### config.mk
export PLATFORM = sky130hd
export DESIGN_NAME = pred_tracker_flat
export DESIGN_NICKNAME = d
export VERILOG_FILES = /design/src/rtl/pred_tracker_if.sv /design/src/rtl/pred_tracker.sv /design/src/flat_wrapper.sv
export SDC_FILE = /design/constraint.sdc
export NUM_CORES = 1
export LEC_CHECK = 0
export CAP_MARGIN = 10
export CORE_AREA = 3 3 208 210
export CTS_CLUSTER_DIAMETER = 80
export DETAILED_ROUTE_END_ITERATION = 16
export DIE_AREA = 0 0 211 213
export PLACE_DENSITY_LB_ADDON = 0.15
export REMOVE_ABC_BUFFERS = 1
export SETUP_SLACK_MARGIN = 0.1
export SYNTH_ARGS = -nofsm -noshare
export SYNTH_HDL_FRONTEND = slang
export SYNTH_SLANG_ARGS = --single-unit
### constraint.sdc
create_clock -name clk_i -period 3.2 [get_ports clk_i]
set_input_delay 0.64 -clock clk_i [delete_from_list [all_inputs] [get_ports clk_i]]
set_output_delay 0.64 -clock clk_i [all_outputs]
set_load 0.05 [all_outputs]
### src/rtl/pred_tracker_if.sv
// Shared types and the fetch/execute-facing bundle of pred_tracker.
// XLEN is fixed here so that the bpu-facing structs match across users.
package pred_tracker_pkg;
  localparam int XLEN = 32;

  typedef struct packed {
    logic            taken;
    logic [XLEN-1:0] target;
  } prediction_t;

  typedef struct packed {
    logic            valid;
    logic [XLEN-1:0] pc;
    logic [XLEN-1:0] target;
    logic            taken;
    logic            mispredict;
  } resolution_t;
endpackage

// Handshake and result signals between fetch/execute and the tracker.
// The tracker uses the slave view; fetch/execute (or a bench) uses master.
interface pred_tracker_if;
  logic                             flush_i;
  logic                             enq_valid_i;
  logic                             enq_ready_o;
  logic [pred_tracker_pkg::XLEN-1:0] enq_pc_i;
  pred_tracker_pkg::prediction_t    enq_pred_i;
  logic                             ex_valid_i;
  logic [pred_tracker_pkg::XLEN-1:0] ex_pc_i;
  logic                             ex_taken_i;
  logic [pred_tracker_pkg::XLEN-1:0] ex_target_i;
  pred_tracker_pkg::resolution_t    res_o;
  logic                             redirect_o;
  logic [pred_tracker_pkg::XLEN-1:0] redirect_pc_o;

  modport master (
    output flush_i, enq_valid_i, enq_pc_i, enq_pred_i,
    output ex_valid_i, ex_pc_i, ex_taken_i, ex_target_i,
    input  enq_ready_o, res_o, redirect_o, redirect_pc_o
  );

  modport slave (
    input  flush_i, enq_valid_i, enq_pc_i, enq_pred_i,
    input  ex_valid_i, ex_pc_i, ex_taken_i, ex_target_i,
    output enq_ready_o, res_o, redirect_o, redirect_pc_o
  );
endinterface

### src/rtl/pred_tracker.sv
// pred_tracker: queues bpu predictions from fetch, checks them against the
// branch outcome resolved in execute, trains bpu and redirects fetch.
// Optional feature macro: PRED_TRACKER_STATS_EN adds saturating resolve and
// mispredict counters (stat_res_o / stat_misp_o).
module pred_tracker
  import pred_tracker_pkg::*;
#(
  parameter int DEPTH = 4
) (
  input  logic          clk_i,
  input  logic          rst_n_i,
  pred_tracker_if.slave bus
`ifdef PRED_TRACKER_STATS_EN
  ,
  output logic [31:0]   stat_res_o,
  output logic [31:0]   stat_misp_o
`endif
);

  localparam int AW = $clog2(DEPTH);
  localparam logic [AW:0] PTR_ONE = (AW + 1)'(1);

  typedef enum logic {RUN, RECOVER} state_t;

  state_t          state_q, state_d;
  logic [AW:0]     wr_ptr_q, wr_ptr_d, rd_ptr_q, rd_ptr_d;
  logic [AW-1:0]   wr_idx, rd_idx;
  logic [XLEN-1:0] pc_mem_q     [DEPTH];
  logic [XLEN-1:0] target_mem_q [DEPTH];
  logic            taken_mem_q  [DEPTH];

  logic            full, empty, head_valid, head_taken;
  logic [XLEN-1:0] head_target;
  logic            misp, push, pop, clear, enq_ready;

  resolution_t     res_q, res_d;
  logic            redirect_q, redirect_d;
  logic [XLEN-1:0] redirect_pc_q, redirect_pc_d;

  // Head lookup and mispredict decision; an empty queue or RECOVER falls back to the not-taken default.
  always_comb begin
    wr_idx      = wr_ptr_q[AW-1:0];
    rd_idx      = rd_ptr_q[AW-1:0];
    empty       = (wr_ptr_q == rd_ptr_q);
    full        = (wr_ptr_q[AW] != rd_ptr_q[AW]) && (wr_idx == rd_idx);
    head_valid  = !empty && (state_q == RUN);
    head_taken  = 1'b0;
    head_target = '0;
    if (head_valid) begin
      head_taken  = taken_mem_q[rd_idx];
      head_target = target_mem_q[rd_idx];
    end
    misp  = (bus.ex_taken_i != head_taken) ||
            (bus.ex_taken_i && (bus.ex_target_i != head_target));
    push  = bus.enq_valid_i && enq_ready;
    pop   = bus.ex_valid_i && head_valid;
    clear = bus.flush_i || (bus.ex_valid_i && misp);
  end

  // Pointer update; a flush or mispredict wipes everything, including a same-cycle enqueue.
  always_comb begin
    wr_ptr_d = wr_ptr_q;
    rd_ptr_d = rd_ptr_q;
    if (clear) begin
      wr_ptr_d = '0;
      rd_ptr_d = '0;
    end else begin
      if (push) wr_ptr_d = wr_ptr_q + PTR_ONE;
      if (pop)  rd_ptr_d = rd_ptr_q + PTR_ONE;
    end
  end

  // Pointer registers; reset discards all entries immediately.
  always_ff @(posedge clk_i or negedge rst_n_i) begin
    if (!rst_n_i) begin
      wr_ptr_q <= '0;
      rd_ptr_q <= '0;
    end else begin
      wr_ptr_q <= wr_ptr_d;
      rd_ptr_q <= rd_ptr_d;
    end
  end

  // Entry storage needs no reset since the pointers define which slots are live.
  always_ff @(posedge clk_i) begin
    if (push) begin
      pc_mem_q[wr_idx]     <= bus.enq_pc_i;
      taken_mem_q[wr_idx]  <= bus.enq_pred_i.taken;
      target_mem_q[wr_idx] <= bus.enq_pred_i.target;
    end
  end

  // FSM state register.
  always_ff @(posedge clk_i or negedge rst_n_i) begin
    if (!rst_n_i) state_q <= RUN;
    else          state_q <= state_d;
  end

  // FSM next state: a mispredict in RUN costs one RECOVER cycle; flush always forces RUN.
  always_comb begin
    state_d = RUN;
    if (!bus.flush_i && (state_q == RUN) && bus.ex_valid_i && misp) state_d = RECOVER;
  end

  // FSM outputs: readiness is purely registered so execute never loops back into fetch.
  always_comb begin
    enq_ready = !full && (state_q == RUN);
  end

  // Next resolution and redirect; flush keeps the training result but silences the redirect.
  always_comb begin
    res_d         = '0;
    redirect_d    = bus.ex_valid_i && misp && !bus.flush_i;
    redirect_pc_d = redirect_pc_q;
    if (bus.ex_valid_i) begin
      res_d.valid      = 1'b1;
      res_d.pc         = bus.ex_pc_i;
      res_d.target     = bus.ex_target_i;
      res_d.taken      = bus.ex_taken_i;
      res_d.mispredict = misp;
    end
    if (redirect_d) begin
      redirect_pc_d = bus.ex_taken_i ? bus.ex_target_i : (bus.ex_pc_i + XLEN'(4));
    end
  end

  // Registered resolution and redirect outputs.
  always_ff @(posedge clk_i or negedge rst_n_i) begin
    if (!rst_n_i) begin
      res_q         <= '0;
      redirect_q    <= 1'b0;
      redirect_pc_q <= '0;
    end else begin
      res_q         <= res_d;
      redirect_q    <= redirect_d;
      redirect_pc_q <= redirect_pc_d;
    end
  end

  assign bus.enq_ready_o   = enq_ready;
  assign bus.res_o         = res_q;
  assign bus.redirect_o    = redirect_q;
  assign bus.redirect_pc_o = redirect_pc_q;

`ifdef PRED_TRACKER_STATS_EN
  logic [31:0] stat_res_q, stat_misp_q;

  // Saturating resolve/mispredict counters, cleared by flush.
  always_ff @(posedge clk_i or negedge rst_n_i) begin
    if (!rst_n_i) begin
      stat_res_q  <= '0;
      stat_misp_q <= '0;
    end else if (bus.flush_i) begin
      stat_res_q  <= '0;
      stat_misp_q <= '0;
    end else if (bus.ex_valid_i) begin
      if (stat_res_q != '1)         stat_res_q  <= stat_res_q + 32'd1;
      if (misp && stat_misp_q != '1) stat_misp_q <= stat_misp_q + 32'd1;
    end
  end

  assign stat_res_o  = stat_res_q;
  assign stat_misp_o = stat_misp_q;
`endif

  // Execute must resolve in fetch order; a PC mismatch on pop is an upstream bug.
  a_ex_order: assert property (@(posedge clk_i) disable iff (!rst_n_i)
    pop |-> (bus.ex_pc_i == pc_mem_q[rd_idx]));

endmodule
### src/flat_wrapper.sv
// flat-port wrapper written by rule: the top's interface ports become plain ports
module pred_tracker_flat import pred_tracker_pkg::*;
#(
  parameter int DEPTH = 4
)
  (clk_i, rst_n_i, bus_flush_i, bus_enq_valid_i, bus_enq_pc_i, bus_enq_pred_i, bus_ex_valid_i, bus_ex_pc_i, bus_ex_taken_i, bus_ex_target_i, bus_enq_ready_o, bus_res_o, bus_redirect_o, bus_redirect_pc_o);
  pred_tracker_if bus_i ();
  input  logic clk_i;
  input  logic rst_n_i;
  input wire logic [$bits(bus_i.flush_i)-1:0] bus_flush_i;
  input wire logic [$bits(bus_i.enq_valid_i)-1:0] bus_enq_valid_i;
  input wire logic [$bits(bus_i.enq_pc_i)-1:0] bus_enq_pc_i;
  input wire logic [$bits(bus_i.enq_pred_i)-1:0] bus_enq_pred_i;
  input wire logic [$bits(bus_i.ex_valid_i)-1:0] bus_ex_valid_i;
  input wire logic [$bits(bus_i.ex_pc_i)-1:0] bus_ex_pc_i;
  input wire logic [$bits(bus_i.ex_taken_i)-1:0] bus_ex_taken_i;
  input wire logic [$bits(bus_i.ex_target_i)-1:0] bus_ex_target_i;
  output wire logic [$bits(bus_i.enq_ready_o)-1:0] bus_enq_ready_o;
  output wire logic [$bits(bus_i.res_o)-1:0] bus_res_o;
  output wire logic [$bits(bus_i.redirect_o)-1:0] bus_redirect_o;
  output wire logic [$bits(bus_i.redirect_pc_o)-1:0] bus_redirect_pc_o;
  assign bus_i.flush_i = bus_flush_i;
  assign bus_i.enq_valid_i = bus_enq_valid_i;
  assign bus_i.enq_pc_i = bus_enq_pc_i;
  assign bus_i.enq_pred_i = bus_enq_pred_i;
  assign bus_i.ex_valid_i = bus_ex_valid_i;
  assign bus_i.ex_pc_i = bus_ex_pc_i;
  assign bus_i.ex_taken_i = bus_ex_taken_i;
  assign bus_i.ex_target_i = bus_ex_target_i;
  assign bus_enq_ready_o = bus_i.enq_ready_o;
  assign bus_res_o = bus_i.res_o;
  assign bus_redirect_o = bus_i.redirect_o;
  assign bus_redirect_pc_o = bus_i.redirect_pc_o;
  pred_tracker #(.DEPTH(DEPTH)) u_core (.clk_i(clk_i), .rst_n_i(rst_n_i), .bus(bus_i));
endmodule
; After elaboration in Yosys (flattened, before gate mapping)
; Memory sizes are Yosys's and may differ from the RTL's.
; Cells that the tools add are included.
[totals]
regBits = 107
latch_bits = 0
ram_bits = 132
mem_bits_ro = 0
output_inout_bits = 101
mem_count = 2
[memory_table]
columns = name, depth, width, read_ports, rd_ports_with_merged_regs, wr, line
row1 = u_core.target_mem_q, 4, 32, 1, 0, 1, pred_tracker.sv:29  ; logic [XLEN-1:0] target_mem_q [DEPTH];
row2 = u_core.taken_mem_q, 4, 1, 1, 0, 1, pred_tracker.sv:30  ; logic taken_mem_q [DEPTH];
[op_classes]
addsub = 3
mul = 0
div_mod_pow = 0
magnitude_cmp = 0
eq_ne = 5
shift = 0
n_mux = 11
bitwise_logic = 1
n_reduce_logical = 18
[op_table]
columns = operator, count
row1 = $mux 67, 1
row2 = $mux 32, 2
row3 = $add 32x3->32 const B, 1
row4 = $ne 32x32->1, 1
row5 = $mux 3, 4
row6 = $logic_and 1x1->1, 11
row7 = $add 3x1->3 const B, 2
row8 = $mux 1, 4
row9 = $reduce_bool 2->1, 2
row10 = $eq 3x3->1, 1
row11 = $logic_not 1->1, 3
row12 = $eq 2x2->1, 1
row13 = $logic_or 1x1->1, 2
row14 = $ne 1x1->1, 2
row15 = $not 1->1, 1

; Longest topological paths before layout
[depth]
word_depth = 10
depth_mapped = 13

; Worst setup path before layout
; Ideal clock, no wire load.
[synth_timing]
kind = register -> register
start = reg u_core.rd_ptr_q[0]
end = mem u_core.taken_mem_q[3], enable pin
setup_ns = 0.395
arrival_time_ns = 2.777
required_time_ns = 2.805
path_slack_ns = 0.029
path_stages_with_launch = 6
path_buffers = 1
synth_period_minus_slack_ns = 3.171
cell_sequence = dfrtp_1 > buf_6 > xor2_1 > nor2_1 > a21oi_1 > and3_1
[synth_via]
elab_chain_cells = 7
[synth_rtl]
columns = element, line
row1 = from (decl), pred_tracker.sv:26  ; logic [AW:0] wr_ptr_q, wr_ptr_d, rd_ptr_q, rd_ptr_d;
row2 = from (signal assigned), pred_tracker.sv:80  ; rd_ptr_q <= rd_ptr_d;
row3 = $eq 2x2->1, pred_tracker.sv:45  ; full = (wr_ptr_q[AW] != rd_ptr_q[AW]) && (wr_idx == rd_idx);
row4 = $logic_and 1x1->1, pred_tracker.sv:45
row5 = $logic_not 1->1, pred_tracker.sv:107  ; enq_ready = !full && (state_q == RUN);
row6 = $logic_and 1x1->1, pred_tracker.sv:107
row7 = net bus_enq_ready_o, flat_wrapper.sv:18  ; output wire logic [$bits(bus_i.enq_ready_o)-1:0] bus_enq_ready_o;
row8 = $logic_and 1x1->1, pred_tracker.sv:55  ; push = bus.enq_valid_i && enq_ready;
row9 = $mux 1, pred_tracker.sv:86  ; if (push) begin
row10 = $mux 1, n/a
row11 = to (decl), pred_tracker.sv:30
; The timed path passes the listed nets, and every way through them passes these cells.

; Worst setup path in the final report
[layout_timing]
start = reg u_core.rd_ptr_q[0]
end = reg u_core.redirect_pc_q[15] (netlist: u_core.bus.redirect_pc_o[15])
[layout_via]
elab_chain_cells = 9
elab_cells_between_ends = 13
[layout_rtl]
columns = element, line
row1 = $eq 3x3->1, pred_tracker.sv:44  ; empty = (wr_ptr_q == rd_ptr_q);
row2 = $logic_not 1->1, pred_tracker.sv:46  ; head_valid = !empty && (state_q == RUN);
row3 = $logic_and 1x1->1, pred_tracker.sv:46
row4 = $mux 32, pred_tracker.sv:49  ; if (head_valid) begin
row5 = $ne 32x32->1, pred_tracker.sv:54  ; (bus.ex_taken_i && (bus.ex_target_i != head_target));
row6 = $logic_and 1x1->1, pred_tracker.sv:54
row7 = $logic_or 1x1->1 *, pred_tracker.sv:53  ; misp = (bus.ex_taken_i != head_taken) ||
row8 = $logic_and 1x1->1 * (2 in series), pred_tracker.sv:113  ; redirect_d = bus.ex_valid_i && misp && !bus.flush_i;
row9 = to (signal assigned), pred_tracker.sv:136  ; redirect_pc_q <= redirect_pc_d;
row10 = to (decl), pred_tracker.sv:38  ; logic [XLEN-1:0] redirect_pc_q, redirect_pc_d;
; Every way passes the cells marked *; elsewhere a longest branch is shown, timed or not.
; A chain may end at the register's enable or synchronous reset.

==> impl_metrics.ini <==
[power]
leakage_uw = 0.00578
powerDensity_nw_per_um2 = 577
ir_drop_uv = 355

[route]
postRouteAntennaNets = 0
initialDrtViolationCount = 243
drt_pass1_iterations = 4
drcViolationCount = 0
detail_route.vias_per_cell = 4.24
wl_mm = 31.2
vias = 6657
wl_per_cell_um = 19.9

[critical_path]
worstPathCellList = buf_12 > buf_8 > mux4_2 > nor2_1 > nor2_1 > o32a_1 > or3_4 > a2111oi_4 > or3_4 > clkbuf_16 > mux2_4
crit_path_top_delay_cell = dfrtp_4
r2r_end = u_core.bus.redirect_pc_o[15]
crit_required_ns = 3.62
path_class = reg2reg
timing.critical_path.max_delay_family = simple AND/OR/NAND/NOR gates
rr_worst_depth = 11
cp.buffers_inverters = 3
crit_path_end_kind = register
critical_path_arrival_ns = 3.83
critPathMaxFanout = 9
crit_path_max_incr_delay_ns = 0.50
r2r_slack_ns = -0.20
r2r_start = u_core.rd_ptr_q[0]
cp-start-kind = register

[outcome]
status = finished with violations
failed_checks = negative setup slack

[synth]
seq_area_frac_synth_pct = 64.4
synth_edf_count = 132
synth_area_leaders = edfxtp_1 (38%), dfrtp_1 (26%), mux4_2 (4.6%)
synth_async_sr_flop_share_pct = 44.8
synth_top_area_share_pct = 38.4
netlist_area_um2 = 10300
synth_ff_type = edfxtp_1
ys_types = 45
yosysWarnings = 0
synth-seq-cells = 239
yosysTopAreaCell = edfxtp_1
syn_avg_cell_area_um2 = 14.9
synthCells = 693

[global_routing]
grtUsageTotal_pct = 13.5
grt_pass1_vias = 6964
grt_max_degree = 69
antenna_found_initial = 4
grt_first_pass_wirelength_mm = 45.5
overflow = 0

[worst_hold_path]
hp-class = in2async

[clock_network]
clk_pin_slew_ns = 0.06
clk_latency_ns = 0.55
cts_root_buffer = clkbuf_16
cts_tree = yes
cts_buffer_depth = 3
cts_buffers = 27
cts_sinks = 239
cts_htree_levels = 1
cts_hold_repair.buffers = 0

[floorplan]
io-pin-count = 236
die_h_um = 213
rows = 75
die_area_um2 = 44900
core_area_um2 = 41800
start_util_pct = 24.7
die_x_um = 211

[sta]
fin_setup_tns_ns = -5.53
hold_viol_final = 0
setup_slack_ns = -0.201
fin_skew_ns = 0.0135
slew_viol_final = 0
relSlewSlack_pct = 56.8
post-route-period-util_pct = 106
rsz0062_at_grt = yes
fmax_mhz = 294
setup_viol = 34
period_needed_ns = 3.40
tightest_slew_ns = 0.648

[layout]
regArea_um2 = 6650
synthToLayoutAreaGrowth_pct = 43.9
drive_gt1_share_pct = 22.7
nFillCells = 4047
final_nets = 1154
antenna_cells = 0
multi_input_comb_area_um2 = 3460
final_area_um2 = 14800

[place]
portBuffers = 203
place.gp.congestion = 0.753
hpwlAfterDp_mm = 22.2
dpl_cell_area_um2 = 13700

[job]
maxCapViolCount = 0
## Yosys cell counts (6+ instances only)
library cell    n
edfxtp_1      132
dfrtp_1       107
and2_1         70
nand2_1        44
o21ai_0        38
mux2_4         28
xor2_1         26
nor2_1         23
inv_1          22
mux4_2         21
xnor2_1        17
clkbuf_1       16
and3_1         13
mux2i_1        13
nand3_1        12
nor3_1         12
mux4_1         10
a31oi_1         8
buf_2           7
mux2_2          7
nor4bb_1        7
o22ai_1         7
ha_1            6
nand4_1         6
o31ai_1         6
## power by group
| group | internal (µW) | switching (µW) | leakage [µW] | total [µW] |
|---|---|---|---|---|
| registers | 3480 | 92.9 | 0.00256 | 3570 |
| logic | 819 | 1090 | 0.00280 | 1910 |
| clock network | 1860 | 1220 | 0.000422 | 3080 |
## through the flow
| step | utilization [%] | instances | setup WS, ns | hold slack [ns] | power [µW] |
|---|---|---|---|---|---|
| after global routing | 35.5 | 1570 | -0.292 | 0.136 | 8940 |
| after global placement | 32.7 | 1505 | -0.384 | 0.489 | 5480 |
| after detailed placement | 32.7 | 1505 | -0.393 | 0.492 | 5490 |
| final | 35.5 | 1570 | -0.201 | 0.0961 | 8570 |
| after CTS | 35.1 | 1559 | -0.162 | 0.111 | 8670 |
| after floorplan | - | 663 | -2.15 | 0.344 | 4620 |
## metal layers
layer,global-route usage (%),wire [µm]
met1,17.8,14000
met2,23.0,15300
met3,2.98,1420
met4,3.16,485
met5,0,61
## cells in the final DEF (no fill, tap or decap), types with 6 or more instances in the layout
master,instances
clkdlybuf4s50_1,199
edfxtp_1,132
dfrtp_1,105
buf_4,103
and2_1,70
nand2_1,44
o21ai_0,35
mux2_4,32
clkbuf_16,30
xor2_1,25
mux4_2,25
inv_1,22
nor2_1,21
xnor2_1,17
and3_1,13
mux2i_1,13
nor3_1,12
nand3_1,12
buf_12,9
a31oi_1,8
clkbuf_1,7
o31ai_1,6
mux4_1,6
nand4_1,6
o22ai_1,6
ha_1,6
## cell families (layout without fill, tap and decap cells)
kind of cell | after synthesis | in the layout | share of synthesized area (%)
AOI/OAI and AO/OA | 77 | 77 | 4.76
and+or+nand+nor | 197 | 197 | 10.4
muxes | 79 | 79 | 13.2
adders and majority gates | 6 | 6 | 0.728
DFF | 239 | 239 | 64.4
buffers and inverters | 52 | 390 | 2.79
xor gates and xnor gates | 43 | 43 | 3.65
## worst max-delay path by stage
stage / start / to / slack, ns / depth (start not counted)
floorplan: u_core.rd_ptr_q[0] / u_core.bus.redirect_pc_o[26] / -2.15 / 8
global placement: u_core.rd_ptr_q[0] / u_core.bus.redirect_pc_o[29] / -0.38 / 10
detailed placement: u_core.rd_ptr_q[0] / u_core.bus.redirect_pc_o[26] / -0.39 / 10
CTS: u_core.rd_ptr_q[0] / u_core.bus.redirect_pc_o[29] / -0.16 / 10
global route: u_core.rd_ptr_q[0] / u_core.bus.redirect_pc_o[2] / -0.29 / 11
finish: u_core.rd_ptr_q[0] / u_core.bus.redirect_pc_o[15] / -0.20 / 11
## layout make-up
cell class | count | area share [%]
sequential | 239 | 44.8
multi-input combinational | 402 | 23.3
timing repair buffer | 321 | 21.0
clock buffer | 34 | 4.73
tap | 539 | 4.55
clock inverter | 13 | 1.10
inverter | 22 | 0.557
## registers in the layout (all words and copies together) (netlist names)
register	count
u_core.rd_ptr_q	3
u_core.wr_ptr_q	3
u_core.state_q	1
u_core.bus.redirect_pc_o	32
u_core.bus.redirect_o	1
u_core.taken_mem_q	4
u_core.bus.res_o	67
u_core.target_mem_q	128
## repair_timing
action	in CTS	in global routing
gates cloned	0	3
setup endpoints to repair	40	41
pin swaps	2	8
setup buffers	8	8
resized for setup	22	12
(Power assumes the default switching activity.)
